## src/rtl/mem_op_pkg.sv

```systemverilog
// Shared definitions for the MEM-stage load/store unit: MIPS memory opcodes,
// access-size encoding, FSM state encoding and the opcode decoder.
package mem_op_pkg;

  localparam logic [5:0] OP_LB  = 6'h20;
  localparam logic [5:0] OP_LH  = 6'h21;
  localparam logic [5:0] OP_LW  = 6'h23;
  localparam logic [5:0] OP_LBU = 6'h24;
  localparam logic [5:0] OP_LHU = 6'h25;
  localparam logic [5:0] OP_SB  = 6'h28;
  localparam logic [5:0] OP_SH  = 6'h29;
  localparam logic [5:0] OP_SW  = 6'h2b;

  // Size is log2 of the access width in bytes.
  typedef enum logic [1:0] {
    SZ_B = 2'd0,
    SZ_H = 2'd1,
    SZ_W = 2'd2
  } mem_size_e;

  typedef enum logic [1:0] {
    ST_IDLE = 2'd0,
    ST_REQ  = 2'd1,
    ST_WAIT = 2'd2,
    ST_RESP = 2'd3
  } mem_state_e;

  typedef struct packed {
    logic      load;
    logic      store;
    mem_size_e size;
    logic      sgn;
  } mem_dec_t;

  // Non-memory opcodes decode to all-zero flags with byte size.
  function automatic mem_dec_t mem_decode(input logic [5:0] op);
    mem_dec_t d;
    d.load  = 1'b0;
    d.store = 1'b0;
    d.size  = SZ_B;
    d.sgn   = 1'b0;
    case (op)
      OP_LB:  begin d.load = 1'b1; d.sgn = 1'b1; end
      OP_LH:  begin d.load = 1'b1; d.size = SZ_H; d.sgn = 1'b1; end
      OP_LW:  begin d.load = 1'b1; d.size = SZ_W; end
      OP_LBU: begin d.load = 1'b1; end
      OP_LHU: begin d.load = 1'b1; d.size = SZ_H; end
      OP_SB:  begin d.store = 1'b1; end
      OP_SH:  begin d.store = 1'b1; d.size = SZ_H; end
      OP_SW:  begin d.store = 1'b1; d.size = SZ_W; end
      default: ;
    endcase
    return d;
  endfunction

endpackage

```

## src/rtl/mem_access_unit_if.sv

```systemverilog
// Data-memory request/grant/response bus between the load/store unit (master)
// and the memory system (slave).
interface mem_access_unit_if #(
  parameter int DATA_WIDTH = 32,
  parameter int ADDR_WIDTH = 32
);
  logic                    mem_req;
  logic                    mem_we;
  logic [ADDR_WIDTH-1:0]   mem_addr;
  logic [DATA_WIDTH/8-1:0] mem_be;
  logic [DATA_WIDTH-1:0]   mem_wdata;
  logic                    mem_gnt;
  logic                    mem_rvalid;
  logic [DATA_WIDTH-1:0]   mem_rdata;
  logic                    mem_err;

  modport master (
    output mem_req, mem_we, mem_addr, mem_be, mem_wdata,
    input  mem_gnt, mem_rvalid, mem_rdata, mem_err
  );

  modport slave (
    input  mem_req, mem_we, mem_addr, mem_be, mem_wdata,
    output mem_gnt, mem_rvalid, mem_rdata, mem_err
  );
endinterface

```

## src/rtl/mem_load_align.sv

```systemverilog
// Load data alignment: shifts the addressed lanes down to bit 0, truncates to
// the access size and sign- or zero-extends to 32 bits. Purely combinational.
module mem_load_align
  import mem_op_pkg::*;
#(
  parameter int DATA_WIDTH = 32,
  localparam int OFF_W = $clog2(DATA_WIDTH / 8)
) (
  input  logic [DATA_WIDTH-1:0] i_rdata,
  input  logic [OFF_W-1:0]      i_off,
  input  mem_size_e             i_size,
  input  logic                  i_sgn,
  output logic [31:0]           o_result
);

  logic [DATA_WIDTH-1:0] w_shifted;

  // Shift by whole bytes, then extend according to the access size.
  always_comb begin
    w_shifted = i_rdata >> {i_off, 3'b000};
    o_result  = '0;
    case (i_size)
      SZ_B:    o_result = {{24{i_sgn & w_shifted[7]}}, w_shifted[7:0]};
      SZ_H:    o_result = {{16{i_sgn & w_shifted[15]}}, w_shifted[15:0]};
      default: o_result = w_shifted[31:0];
    endcase
  end

endmodule

```

## src/rtl/mem_access_unit.sv

```systemverilog
// MEM-stage load/store unit: decodes the opcode, checks alignment, runs one
// request/grant/response transaction on the data bus and hands the extended
// result to writeback.
//
// Handshakes: a transfer happens on a clock edge where valid and ready are both
// high. in_valid/in_ready accept an operation (ready only in IDLE); out_valid
// holds with stable out_* until out_ready is seen; mem_req holds with stable
// mem_* until mem_gnt is seen; mem_rvalid (with mem_err) is sampled only while a
// request is outstanding.
module mem_access_unit
  import mem_op_pkg::*;
#(
  parameter int DATA_WIDTH     = 32,
  parameter int ADDR_WIDTH     = 32,
  parameter int TIMEOUT_CYCLES = 255
) (
  input  logic                  clk,
  input  logic                  rst_n,
  input  logic                  in_valid,
  output logic                  in_ready,
  input  logic [5:0]            opcode,
  input  logic [ADDR_WIDTH-1:0] addr,
  input  logic [31:0]           store_data,
  output logic                  out_valid,
  input  logic                  out_ready,
  output logic [31:0]           out_data,
  output logic                  out_misaligned,
  output logic                  out_err,
  output logic                  is_load,
  output logic                  is_store,
  output logic                  is_mem,
  output mem_state_e            dbg_state,
  mem_access_unit_if.master     mem
);

  localparam int BE_W  = DATA_WIDTH / 8;
  localparam int OFF_W = $clog2(BE_W);
  localparam int CNT_W = (TIMEOUT_CYCLES > 1) ? $clog2(TIMEOUT_CYCLES + 1) : 1;

  mem_state_e r_state, w_next;
  mem_dec_t   w_dec;
  logic       w_misaligned, w_accept, w_take_rsp, w_timeout, w_tmo_hit, w_enter_resp;
  logic [OFF_W-1:0]      w_off;
  logic [BE_W-1:0]       w_mask, w_be;
  logic [31:0]           w_word, w_load_data;
  logic [DATA_WIDTH-1:0] w_wdata;
  logic [ADDR_WIDTH-1:0] w_mem_addr;
  logic [CNT_W-1:0]      r_cnt;

  logic                  r_we, r_load, r_sgn;
  mem_size_e             r_size;
  logic [OFF_W-1:0]      r_off;
  logic [ADDR_WIDTH-1:0] r_mem_addr;
  logic [BE_W-1:0]       r_mem_be;
  logic [DATA_WIDTH-1:0] r_mem_wdata;
  logic [31:0]           r_out_data;
  logic                  r_out_err, r_out_mis;

  assign w_dec        = mem_decode(opcode);
  assign is_load      = w_dec.load;
  assign is_store     = w_dec.store;
  assign is_mem       = w_dec.load | w_dec.store;
  assign w_misaligned = ((w_dec.size == SZ_H) && addr[0]) ||
                        ((w_dec.size == SZ_W) && (addr[1:0] != 2'b00));
  assign w_off        = addr[OFF_W-1:0];
  assign w_mem_addr   = {addr[ADDR_WIDTH-1:OFF_W], {OFF_W{1'b0}}};
  assign in_ready     = rst_n && (r_state == ST_IDLE);
  assign w_accept     = in_valid && in_ready;
  assign w_tmo_hit    = (TIMEOUT_CYCLES != 0) && (r_cnt == CNT_W'(TIMEOUT_CYCLES - 1));
  assign w_enter_resp = (r_state != ST_RESP) && (w_next == ST_RESP);

  // Byte enables and lane-replicated write data for the offered operation.
  always_comb begin
    w_mask = BE_W'(1);
    w_word = {4{store_data[7:0]}};
    case (w_dec.size)
      SZ_H: begin w_mask = BE_W'(2'b11);  w_word = {2{store_data[15:0]}}; end
      SZ_W: begin w_mask = BE_W'(4'hF);   w_word = store_data; end
      default: ;
    endcase
    w_be    = w_mask << w_off;
    w_wdata = {(DATA_WIDTH / 32){w_word}};
  end

  mem_load_align #(.DATA_WIDTH(DATA_WIDTH)) u_align (
    .i_rdata  (mem.mem_rdata),
    .i_off    (r_off),
    .i_size   (r_size),
    .i_sgn    (r_sgn),
    .o_result (w_load_data)
  );

  // State register.
  always_ff @(posedge clk or negedge rst_n) begin
    if (!rst_n) r_state <= ST_IDLE;
    else        r_state <= w_next;
  end

  // Next state; a response in the same cycle as the timeout wins over it.
  always_comb begin
    w_next     = r_state;
    w_take_rsp = 1'b0;
    w_timeout  = 1'b0;
    case (r_state)
      ST_IDLE: begin
        if (w_accept) begin
          if (!is_mem || w_misaligned) w_next = ST_RESP;
          else                         w_next = ST_REQ;
        end
      end
      ST_REQ: begin
        if (mem.mem_gnt && mem.mem_rvalid) begin
          w_next = ST_RESP; w_take_rsp = 1'b1;
        end else if (w_tmo_hit) begin
          w_next = ST_RESP; w_timeout = 1'b1;
        end else if (mem.mem_gnt) begin
          w_next = ST_WAIT;
        end
      end
      ST_WAIT: begin
        if (mem.mem_rvalid) begin
          w_next = ST_RESP; w_take_rsp = 1'b1;
        end else if (w_tmo_hit) begin
          w_next = ST_RESP; w_timeout = 1'b1;
        end
      end
      ST_RESP: begin
        if (out_ready) w_next = ST_IDLE;
      end
      default: w_next = ST_IDLE;
    endcase
  end

  // Timeout counter: runs while a request is outstanding, clear otherwise.
  always_ff @(posedge clk or negedge rst_n) begin
    if (!rst_n)                                       r_cnt <= '0;
    else if (r_state == ST_REQ || r_state == ST_WAIT) r_cnt <= r_cnt + CNT_W'(1);
    else                                              r_cnt <= '0;
  end

  // Latch the operation and its prepared bus fields on acceptance.
  always_ff @(posedge clk or negedge rst_n) begin
    if (!rst_n) begin
      r_we <= 1'b0; r_load <= 1'b0; r_sgn <= 1'b0; r_size <= SZ_B; r_off <= '0;
      r_mem_addr <= '0; r_mem_be <= '0; r_mem_wdata <= '0;
    end else if (w_accept) begin
      r_we        <= w_dec.store;
      r_load      <= w_dec.load;
      r_sgn       <= w_dec.sgn;
      r_size      <= w_dec.size;
      r_off       <= w_off;
      r_mem_addr  <= w_mem_addr;
      r_mem_be    <= w_be;
      r_mem_wdata <= w_wdata;
    end
  end

  // Result registers: loaded on entry to RESP, zeroed when the result leaves.
  always_ff @(posedge clk or negedge rst_n) begin
    if (!rst_n) begin
      r_out_data <= '0; r_out_err <= 1'b0; r_out_mis <= 1'b0;
    end else if (w_enter_resp) begin
      r_out_data <= (w_take_rsp && r_load) ? w_load_data : 32'd0;
      r_out_err  <= w_timeout | (w_take_rsp & mem.mem_err);
      r_out_mis  <= (r_state == ST_IDLE) && is_mem && w_misaligned;
    end else if (r_state == ST_RESP && out_ready) begin
      r_out_data <= '0; r_out_err <= 1'b0; r_out_mis <= 1'b0;
    end
  end

  assign mem.mem_req    = (r_state == ST_REQ);
  assign mem.mem_we     = r_we;
  assign mem.mem_addr   = r_mem_addr;
  assign mem.mem_be     = r_mem_be;
  assign mem.mem_wdata  = r_mem_wdata;
  assign out_valid      = (r_state == ST_RESP);
  assign out_data       = r_out_data;
  assign out_err        = r_out_err;
  assign out_misaligned = r_out_mis;
  assign dbg_state      = r_state;

endmodule

```

## src/flat_wrapper.sv

```systemverilog
// flat-port wrapper written by rule: the top's interface ports become plain ports
module mem_access_unit_flat import mem_op_pkg::*;
#(
  parameter int DATA_WIDTH     = 32,
  parameter int ADDR_WIDTH     = 32,
  parameter int TIMEOUT_CYCLES = 255
)
  (clk, rst_n, in_valid, in_ready, opcode, addr, store_data, out_valid, out_ready, out_data, out_misaligned, out_err, is_load, is_store, is_mem, dbg_state, mem_mem_req, mem_mem_we, mem_mem_addr, mem_mem_be, mem_mem_wdata, mem_mem_gnt, mem_mem_rvalid, mem_mem_rdata, mem_mem_err);
  mem_access_unit_if #(.DATA_WIDTH(DATA_WIDTH), .ADDR_WIDTH(ADDR_WIDTH)) mem_i ();
  input  logic clk;
  input  logic rst_n;
  input  logic in_valid;
  output logic in_ready;
  input  logic [5:0] opcode;
  input  logic [ADDR_WIDTH-1:0] addr;
  input  logic [31:0] store_data;
  output logic out_valid;
  input  logic out_ready;
  output logic [31:0] out_data;
  output logic out_misaligned;
  output logic out_err;
  output logic is_load;
  output logic is_store;
  output logic is_mem;
  output mem_state_e dbg_state;
  output wire logic [$bits(mem_i.mem_req)-1:0] mem_mem_req;
  output wire logic [$bits(mem_i.mem_we)-1:0] mem_mem_we;
  output wire logic [$bits(mem_i.mem_addr)-1:0] mem_mem_addr;
  output wire logic [$bits(mem_i.mem_be)-1:0] mem_mem_be;
  output wire logic [$bits(mem_i.mem_wdata)-1:0] mem_mem_wdata;
  input wire logic [$bits(mem_i.mem_gnt)-1:0] mem_mem_gnt;
  input wire logic [$bits(mem_i.mem_rvalid)-1:0] mem_mem_rvalid;
  input wire logic [$bits(mem_i.mem_rdata)-1:0] mem_mem_rdata;
  input wire logic [$bits(mem_i.mem_err)-1:0] mem_mem_err;
  assign mem_mem_req = mem_i.mem_req;
  assign mem_mem_we = mem_i.mem_we;
  assign mem_mem_addr = mem_i.mem_addr;
  assign mem_mem_be = mem_i.mem_be;
  assign mem_mem_wdata = mem_i.mem_wdata;
  assign mem_i.mem_gnt = mem_mem_gnt;
  assign mem_i.mem_rvalid = mem_mem_rvalid;
  assign mem_i.mem_rdata = mem_mem_rdata;
  assign mem_i.mem_err = mem_mem_err;
  mem_access_unit #(.DATA_WIDTH(DATA_WIDTH), .ADDR_WIDTH(ADDR_WIDTH), .TIMEOUT_CYCLES(TIMEOUT_CYCLES)) u_core (.clk(clk), .rst_n(rst_n), .in_valid(in_valid), .in_ready(in_ready), .opcode(opcode), .addr(addr), .store_data(store_data), .out_valid(out_valid), .out_ready(out_ready), .out_data(out_data), .out_misaligned(out_misaligned), .out_err(out_err), .is_load(is_load), .is_store(is_store), .is_mem(is_mem), .dbg_state(dbg_state), .mem(mem_i));
endmodule
```

## config.mk

```make
export PLATFORM = sky130hd
export DESIGN_NAME = mem_access_unit_flat
export DESIGN_NICKNAME = d
export VERILOG_FILES = /design/src/rtl/mem_op_pkg.sv /design/src/rtl/mem_access_unit_if.sv /design/src/rtl/mem_load_align.sv /design/src/rtl/mem_access_unit.sv /design/src/flat_wrapper.sv
export SDC_FILE = /design/constraint.sdc
export NUM_CORES = 1
export LEC_CHECK = 0
export CORE_MARGIN = 1
export CORE_UTILIZATION = 44
export CTS_CLUSTER_DIAMETER = 80
export CTS_CLUSTER_SIZE = 12
export DETAILED_ROUTE_END_ITERATION = 8
export PLACE_DENSITY = 0.87
export SLEW_MARGIN = 0
export SYNTH_ARGS = -nofsm -noshare
export SYNTH_HDL_FRONTEND = slang
export SYNTH_SLANG_ARGS = --single-unit
```

## constraint.sdc

```tcl
create_clock -name clk -period 2.6 [get_ports clk]
set_input_delay 0.52 -clock clk [delete_from_list [all_inputs] [get_ports clk]]
set_output_delay 0.52 -clock clk [all_outputs]
set_load 0.02 [all_outputs]
```

==> summary by stage <==
Outcome
The flow ran to the end, and the final reports show no timing, DRC or antenna violations.

Clock network
CTS saw between 100 and 150 sinks. The H-tree generated during clock tree synthesis spans 4 levels. Counting the buffers created by CTS gives 17.

The maximum number of buffers from clock root to sink is 2. TritonCTS built the clock tree. The clock slew at the register clock pins of the worst setup and hold paths is around 0.050 ns. The clock reaches the later pin of the worst-skew pair after approximately 0.41 ns. The cell chosen for the clock root is clkbuf_16.

Cells and area
The area growth from synthesis to layout is 56.61%. The library cell used most frequently in the layout, excluding fill and tap cells, is clkdlybuf4s50_1. In the layout the commonest cells are clkdlybuf4s50_1 (206), nand2_1 (157), dfrtp_1 (117), nor2_1 (42), buf_4 (32). The count of inserted antenna diode cells is 0. At the end of the flow the core is filled with cells to 70.57%.

Leaving out filler cells and counting taps, the final layout contains 1020. The net count reported at finish is 957. The layout has 907 filler cells. The post-route netlist has 9.552% of its cells at a drive strength greater than 1.

Setup path
STA puts the critical path data required time at 2.08 ns. By startpoint and endpoint, the worst setup path is classified as flip-flop to output pin. Of all nets on the critical path, the largest fanout is 6. STA classifies the critical path startpoint as a flip-flop.

The worst register-to-register path begins at u_core.dbg_state[1]. For the worst setup path, the data arrival time is approximately 2.0 ns. The launch point of the worst path is u_core.dbg_state[1]. The kind of end point of the critical path is an output pin.

Floorplanning
The die is 115.7 um wide. The die span in y is approximately 120 um. The die area is 0.01338 sq mm. The total area inside the core boundary comes to 0.01262 sq mm. 220 I/O pins were placed. For this configuration, the core starts out at a cell density of 45.06%.

The floorplan has 41 rows.

STA
The number of max-slew violations in the final report was 0. The worst clock skew is about 0.0059 ns. The count of final setup violators is 0.

Static timing analysis puts the maximum clock frequency at roughly 400 MHz. Headroom to the max-slew limit came out at 39.53%. Setup repair after global routing left no endpoint under its margin. The slew at the pin with the worst max-slew slack is 0.9071 ns. In the finished design, the share of the clock period the worst path needs comes to 95.80%. The number of hold violations in the final report is 0. The final period demand of the worst path is 2.491 ns.

Setup total negative slack on the finished layout was measured at 0 ns. The worst hold slack across all endpoints is 0.4688 ns.

GRT
The number of antenna violations at the first check in global routing came to 0. The via count of the first global-routing pass is approximately 5200. The total overflow left after global routing is 0. The total global routing track utilization is between 20% and 30%. The first-pass GRT wire length is 26810 um. Entering global routing, the biggest net connects 71 pins.

Synth
The post-synthesis mux area share is around 4.3%. The synthesized netlist devotes ~2.4% of its cell area to adder and majority cells. The gate count of the mapped netlist is 601. In this run, synthesis produced a sequential element count of between 100 and 150.

The area share of and/or/nand/nor cells after synthesis is 19.63%. Summing the areas of all compound-gate instances in the mapped netlist gives 17.71% of the synthesized area. The cell area after synthesis is between 0.005 and 0.006 sq mm. The commonest register cell after synthesis is dfrtp_1. The synthesized netlist devotes 0.6161% of its cell area to XOR and XNOR gates. Yosys mapped a number of flops with a built-in enable equal to 0.

After synthesis, flip-flops and latches occupy 51.49% of the total area. A synthesized cell averages 9.462 sq um. The total of warnings raised by yosys is 0.

The count of distinct cell types in the synthesized netlist is 50. The post-synthesis async set-or-reset flop share is 100.0%. The largest family of logic cells by synthesized area is simple AND/OR/NAND/NOR gates.

Route
The count of nets left with antenna violations once routing finished came out at 0. The number of optimization iterations in the first detailed-route pass is 5. In the final routed layout, each cell accounts on average for 17.42 um. The residual DRC count is 0. The detailed router used layers up to and including met4. The met3 layer wire length in the routed design is about 1700 um. The detailed-route wire length on metal 1 is 7059 um. The met2 wirelength from detailed routing is 8542 um. After detailed routing, the total wire length is 17770 um. The detailed-route vias per instance is 5.423.

The routed layout has 5531 vias. The iteration-0 DRC count of the detailed router is 458.

Hold path
In this run the most critical hold path is launched from u_core.mem.mem_addr[2]. The path class of the tightest hold or removal check is flip-flop to flip-flop.

Placed design
The HPWL after detailed placement is 12070 um. The count of placed standard cells including taps is 983. Input and output buffers added on the ports amount to 217. The final RePlAce weighted congestion is approximately 0.85.

Power
Summed over all cells, the static leakage comes to 4.074 nW. The worst-case IR drop observed on VDD is 0.0007580 V. The total power divided by cell area is 1038 mW/mm^2.

Run
Max-cap violations in this run came to 0.
==> state kept, by name (all words and copies together), names as in the netlist <==
name and flops:
u_core.mem.mem_addr 30, u_core.r_off 2, u_core.out_data 32, u_core.out_err 1, u_core.mem.mem_be 4, u_core.r_load 1
u_core.out_misaligned 1, u_core.r_sgn 1, u_core.mem.mem_wdata 32, u_core.dbg_state 2, u_core.mem.mem_we 1, u_core.r_size 2
u_core.r_cnt 8
==> kinds of logic after synthesis <==
| family | after synthesis |
|---|---|
| AO/OA/AOI/OAI | 139 |
| XOR/XNOR | 4 |
| adder cells (fa/ha/maj) | 11 |
| buffers and inverters | 48 |
| flip-flops | 117 |
| multiplexers | 23 |
| other | 1 |
| AND/OR/NAND/NOR | 258 |
==> path summary, 6_finish.rpt <==
path / endpoint / slack (ns) / cells past startpoint
worst max-delay path: mem_mem_req / 0.11 / 3
worst min-delay path: u_core.mem.mem_addr[2] / 0.47 / 2
worst max register to register: u_core.out_data[22] / 0.31 / 9
worst min register to register: u_core.mem.mem_addr[2] / 0.47 / 2
max in group asynchronous: u_core.mem.mem_addr[26] / 0.99 / 3
min in group asynchronous: u_core.mem.mem_be[2] / 0.48 / 2
==> synth_stat cells (7+ instances only) <==
library cell | instances | area (sq um)
mux2i_1 | 20 | 200.2
nand3_1 | 9 | 45.04
buf_2 | 9 | 45.04
and3_1 | 12 | 75.07
nor2b_1 | 12 | 75.07
a21oi_1 | 28 | 140.1
a22oi_1 | 8 | 60.06
a32o_1 | 8 | 80.08
o21ai_0 | 29 | 145.1
nand2_1 | 157 | 589.3
ha_1 | 11 | 137.6
nor2_1 | 43 | 161.4
a22o_1 | 9 | 78.83
dfrtp_1 | 117 | 2928
a221o_1 | 9 | 90.09
and2_1 | 7 | 43.79
a211o_1 | 8 | 70.07
a221oi_1 | 8 | 70.07
clkbuf_1 | 23 | 86.33
inv_1 | 9 | 33.78
o2bb2ai_1 | 16 | 140.1
==> through the flow <==
step	setup WS (ns)	power, mW	cell area (sq um)
after floorplan	0.009084	4.844	5690
after global placement	-0.4360	6.571	8167
after detailed placement	-0.5155	6.651	8167
after CTS	0.02127	8.970	8747
after global routing	0.03774	9.725	8906
final	0.1093	9.240	8906
==> power by group <==
group          total [mW]  switching, mW  internal, mW
Sequential           2.78          0.386          2.40
Clock                2.27          0.773          1.50
Combinational        4.19           2.20          1.99
==> final cells by class <==
| class | instances | area, sq um | share of cell area, % |
|---|---|---|---|
| clock inverters | 4 | 70.07 | 0.7867 |
| repair buffers | 255 | 2547 | 28.60 |
| clock buffers | 26 | 499.2 | 5.606 |
| multi-input cells | 437 | 2613 | 29.33 |
| well taps | 172 | 215.2 | 2.416 |
| inverters | 9 | 33.78 | 0.3793 |
| flip-flops and latches | 117 | 2928 | 32.87 |
==> metal layers <==
| layer | up-vias | GRT usage [%] |
|---|---|---|
| met2 | 289 | 42.40 |
| li1 | 2562 | - |
| met4 | 0 | 9.658 |
| met3 | 34 | 8.734 |
| met1 | 2646 | 33.01 |
| met5 | - | 0 |
==> what timing repair did <==
item / 4_1_cts / 5_1_grt
gates cloned: 0 / 3
resized for setup: 6 / 17
hold buffers: 1 / 0
pin swaps: 0 / 5
buffers inserted: 0 / 3
setup endpoints to repair: 20 / 35
endpoints found under the hold margin: 5 / 0
==> worst max-delay path: stages, from the launching register on <==
cell and delay [ns]:
dfrtp_1 0.44, inv_1 0.18, ha_1 0.29, clkdlybuf4s50_1 0.65
Note: power is estimated with default switching activity, not from simulation.
==> RTL edit 1 (same settings) <==
Re-encode `mem_size_e` (3 values) as one-hot, 3 bits wide.
--- a/src/rtl/mem_op_pkg.sv
+++ b/src/rtl/mem_op_pkg.sv
@@ -12,10 +12,10 @@
   localparam logic [5:0] OP_SW  = 6'h2b;
 
   // Size is log2 of the access width in bytes.
-  typedef enum logic [1:0] {
-    SZ_B = 2'd0,
-    SZ_H = 2'd1,
-    SZ_W = 2'd2
+  typedef enum logic [2:0] {
+    SZ_B = 3'b001,
+    SZ_H = 3'b010,
+    SZ_W = 3'b100
   } mem_size_e;
 
   typedef enum logic [1:0] {
Function: same outputs for any inputs over 4 cycles, from zero or initial values and one cycle with rst_n low; so few cycles prove little.
==> RTL edit 1 against the original RTL <==
Power up 4.4%. Sequential cell count up 1. Wire length up 2.6%. Sequential share of layout area down 0.86 points. Area after synthesis up 7.5%. Core utilization down 1.7 points. Die area up 7.3%. First-iteration DRC count down 15%. Count of clock-buffer cells in the layout down 4. Critical path depth up 8. Global-route usage down 0.11 points. Worst setup slack worse by 0.011 ns. Design area up 3.6%. Fmax down 0.42%. Largest power group unchanged.
==> RTL edit 1: results (changes against the original RTL) <==
| Metric | Value |
|---|---|
| Layout Skew | 0.00868 ns (+0.00280 ns) |
| Routed WL per cell | 17.0 um (-2.3%) |
| H-tree Lvls | 4 (unchanged) |
| Synthesis-to-finish area growth | 51.0% |
| Total GRT Usage | 0.262 (-0.00110) |
| Fin cells | 1,072 (+5.1%) |
| Clk buf depth | 2 (unchanged) |
| Dpl cells | 1,038 (+5.6%) |
| Number of global-route vias before repair | 5,830 (+11%) |
| Post-DP HPWL | 12,600 um (+4.5%) |
| Synth top area cells | dfrtp_1 (48%), nand2_1 (12%), mux2i_1 (8.2%) |
| Gpl congestion | 0.864 (+2.2%) |
| HP Class | primary input to async pin |
| Status | finished, final reports clean |
| Critical path's largest stage delay | 0.42 ns (-0.23 ns) |
| Max VDD drop | 0.674 mV (-11%) |
| Critical path's slowest cell | or3_4 |
| Data arrival, critical path | 2.79 ns (+0.82 ns) |
| Syn_area_per_cell | 9.30 sq um (-1.7%) |
| Reg-to-Reg End | u_core.out_data[2] |
| Slew Limit Headroom | 0.544 (+0.149) |
| Reg2Reg Setup Slack | 0.34 ns (+0.03 ns) |
| Psw | 3520 uW (+4.7%) |
| Largest net degree at the start of global routing | 119 (+68%) |
| Sequential area share after synthesis | 0.483 (-0.0314) |
| Worst-case reg-to-reg path depth | 8 (-1) |
| Vias/cell | 5.34 (-1.6%) |
| Crit-path max FO | 17 (+11) |
| Unique masters post-synth | 56 (+12%) |
| Leakage power | 0.00435 uW (+6.8%) |
| DRT iter0 DRCs | 388 (-15%) |
RTL edit 1: worst max-delay path by stage:
stage	startpoint	endpoint	slack, ns	cells after the start
floorplan	opcode[4]	u_core.mem.mem_be[3]	0.12	8
global placement	opcode[1]	is_store	-0.21	5
detailed placement	opcode[4]	u_core.out_data[24]	-0.35	9
CTS	u_core.dbg_state[1]	in_ready	0.04	4
global route	opcode[4]	u_core.out_data[2]	-0.007	11
finish	opcode[4]	u_core.out_data[2]	0.1	11
RTL edit 1: worst register-to-register path, delay by kind of cell, from the launching register on:
family / cells / cell delay [ns]
AO/OA/AOI/OAI: 2 / 0.65
adder cells (fa/ha/maj): 1 / 0.28
buffers and inverters: 3 / 0.50
flip-flops: 1 / 0.42
multiplexers: 1 / 0.23
AND/OR/NAND/NOR: 1 / 0.11
RTL edit 1: final cells by class:
class,count,area [sq um]
inverters,10,37.5
multi-input cells,487,2920
clock buffers,22,474
flip-flops and latches,118,2950
well taps,176,220
repair buffers,249,2470
clock inverters,10,150
fillers,1035,4170
RTL edit 1: cells by family after synthesis:
| family | share of synthesized area |
|---|---|
| AOI/OAI and AO/OA | 0.137 |
| buffers and inverters | 0.0438 |
| muxes | 0.102 |
| and+or+nand+nor | 0.205 |
| xor gates and xnor gates | 0.00573 |
| DFF | 0.483 |
| adders and majority gates | 0.0225 |
| other | 0.000614 |
RTL edit 1: stage by stage:
step / hold slack, ns / area (sq um) / worst slack, ns
after global placement: 0.457 / 8570 / -0.208
after detailed placement: 0.462 / 8570 / -0.346
after global routing: 0.298 / 9230 / -0.00668
after floorplan: 0.224 / 6110 / 0.119
after CTS: 0.296 / 9190 / 0.0426
final: 0.224 / 9230 / 0.0988
RTL edit 1: timing repair:
item | 4_1_cts | 5_1_grt
hold endpoints to repair | 0 | 0
endpoints found under the setup margin | 4 | 14
pin swaps | 0 | 1
hold buffers | 0 | 0
resized for setup | 5 | 4
buffers inserted | 0 | 1
cloned | 0 | 1
RTL edit 1: power by group through the flow:
stage | registers, uW | clock network (uW) | logic (uW)
6_report | 2800 | 2490 | 4350
2_1_floorplan | 3420 | 0 | 1910
3_5_place_dp | 2800 | 0 | 4270
4_1_cts | 2800 | 2510 | 4300
3_3_place_gp | 2790 | 0 | 4200
5_1_grt | 2870 | 2590 | 4670
RTL edit 1: layer usage:
metal | up-vias | GRT usage | wire [um] | part of all wire
met5 | - | 0 | 0 | 0
met4 | 0 | 0.103 | 439 | 0.024
met3 | 33 | 0.0784 | 1550 | 0.085
met2 | 253 | 0.449 | 9030 | 0.50
met1 | 2742 | 0.306 | 7220 | 0.40
li1 | 2692 | - | - | -
==> RTL edit 2 (same settings) <==
Made on the original files. `ADDR_WIDTH` is set to 32 in 3 places; all go to 48.
--- a/src/rtl/mem_access_unit_if.sv
+++ b/src/rtl/mem_access_unit_if.sv
@@ -2,7 +2,7 @@
 // and the memory system (slave).
 interface mem_access_unit_if #(
   parameter int DATA_WIDTH = 32,
-  parameter int ADDR_WIDTH = 32
+  parameter int ADDR_WIDTH = 48
 );
   logic                    mem_req;
   logic                    mem_we;
--- a/src/rtl/mem_access_unit.sv
+++ b/src/rtl/mem_access_unit.sv
@@ -11,7 +11,7 @@
   import mem_op_pkg::*;
 #(
   parameter int DATA_WIDTH     = 32,
-  parameter int ADDR_WIDTH     = 32,
+  parameter int ADDR_WIDTH     = 48,
   parameter int TIMEOUT_CYCLES = 255
 ) (
   input  logic                  clk,
--- a/src/flat_wrapper.sv
+++ b/src/flat_wrapper.sv
@@ -2,7 +2,7 @@
 module mem_access_unit_flat import mem_op_pkg::*;
 #(
   parameter int DATA_WIDTH     = 32,
-  parameter int ADDR_WIDTH     = 32,
+  parameter int ADDR_WIDTH     = 48,
   parameter int TIMEOUT_CYCLES = 255
 )
   (clk, rst_n, in_valid, in_ready, opcode, addr, store_data, out_valid, out_ready, out_data, out_misaligned, out_err, is_load, is_store, is_mem, dbg_state, mem_mem_req, mem_mem_we, mem_mem_addr, mem_mem_be, mem_mem_wdata, mem_mem_gnt, mem_mem_rvalid, mem_mem_rdata, mem_mem_err);
Ports: changed (resized addr and mem_mem_addr); port bits go from 220 to 252. No check against the original RTL was run, so the function may have changed too.
==> RTL edit 2 against the original RTL <==
Synthesized cell count increased by 11%. Sequential power increased by 15%. Critical path depth increased by 8. Combinational power increased by 15%. Design area increased by 11%. Via count increased by 9.1%. Worst setup slack got worse by 0.11 ns. Register-to-register slack got worse by 0.07 ns. Area after synthesis increased by 10%. Sequential cell count increased by 16. Power increased by 12%. Wire length increased by 11%. Critical path type is now primary input to flop. Largest power group unchanged. Highest routed layer unchanged.
==> RTL edit 2: results (changes against the original RTL) <==
| Metric | Value |
|---|---|
| Status | finished, final reports clean |
| Layout Skew | 0.00642 ns (+0.000543 ns) |
| Max VDD drop | 0.698 mV (-7.9%) |
| Critical path's slowest cell | a2111o_1 |
| DRT iter0 DRCs | 512 (+12%) |
| Slew @ Worst Pin | 0.998 ns (+0.0911 ns) |
| WL final | 19,700 um (+11%) |
| Synthesis-to-finish area growth | 56.7% (about the same) |
| Clk buf depth | 2 (unchanged) |
| Number of global-route vias before repair | 5,803 (+11%) |
| Unique masters post-synth | 48 (-4.0%) |
| HP Class | primary input to async pin |
| I/O Buffers | 249 (+15%) |
| Synth top area cells | dfrtp_1 (53%), nand2_1 (12%), mux2i_1 (3.2%) |
| Sequential area share after synthesis | 0.530 (+0.0150) |
| Routed WL per cell | 17.4 um (about the same) |
| Critical path's largest stage delay | 0.44 ns (-0.21 ns) |
| Largest net degree at the start of global routing | 102 (+44%) |
| Share of post-route cells with drive strength above 1 | 0.0926 (-0.00289) |
| First-pass GRT wire length | 29,900 um (+12%) |
| DR pass1 iterations | 7 (+2) |
| Post-synthesis cell count | 669 (+11%) |
| Leakage power | 0.00452 uW (+11%) |
| Gpl congestion | 0.837 (-1.0%) |
| Setup slack after placement | -0.509 ns (+0.00654 ns) |
| Synth top cells by count | nand2_1 (206), dfrtp_1 (133), nor2_1 (43) |
| Total GRT Usage | 0.265 (+0.00249) |
| Crit path from | opcode[1] |
| Final net count | 1,073 (+12%) |
| Post-Place Cell Area | 9110 sq um (+12%) |
| FILL cells | 1,012 (+12%) |
| Data arrival, critical path | 2.90 ns (+0.93 ns) |
| Crit-path max FO | 8 (+2) |
| Post-DP HPWL | 13,200 um (+9.3%) |
| Vias/cell | 5.34 (-1.5%) |
## RTL edit 2: area by class of cell
type / count / area share
clock buffers: 17 / 0.0432
repair buffers: 291 / 0.295
inverters: 9 / 0.00343
flip-flops and latches: 133 / 0.338
well taps: 180 / 0.0229
multi-input cells: 485 / 0.282
clock inverters: 15 / 0.0158
## RTL edit 2: worst paths after layout
check / endpoint / slack (ns) / cells after the start
max: u_core.out_data[21] / 0.001 / 11
min: u_core.mem.mem_addr[4] / 0.47 / 2
max in group asynchronous: u_core.mem.mem_addr[26] / 0.93 / 3
min reg2reg: u_core.mem.mem_addr[43] / 0.47 / 2
min in group clk: u_core.mem.mem_addr[43] / 0.47 / 2
max reg2reg: u_core.out_data[21] / 0.24 / 9
## RTL edit 2: report_power, final
part           switching (uW)  internal [uW]
clock network             942           1420
registers                 444           2760
logic                    2550           2250
## RTL edit 2: repair_timing
action,CTS,global route
hold buffers,1,0
resized for setup,6,10
setup buffers,0,5
endpoints found under the setup margin,20,32
pin swaps,0,7
hold endpoints to repair,6,0
cloned,0,3
## RTL edit 2: routing by layer
metal / global-route usage / up-vias / wire length (um)
li1: - / 2841 / -
met4: 0.0872 / 0 / 431
met1: 0.328 / 2866 / 7960
met5: 0 / - / 0
met2: 0.430 / 290 / 9530
met3: 0.0930 / 38 / 1790
## RTL edit 2: kinds of logic after synthesis
| logic type | synth area share |
|---|---|
| AND/OR/NAND/NOR | 0.207 |
| AO/OA/AOI/OAI | 0.160 |
| flip-flops | 0.530 |
| buffers and inverters | 0.0367 |
| multiplexers | 0.0390 |
| adder cells (fa/ha/maj) | 0.0219 |
| XOR/XNOR | 0.00558 |
| other | 0.000597 |
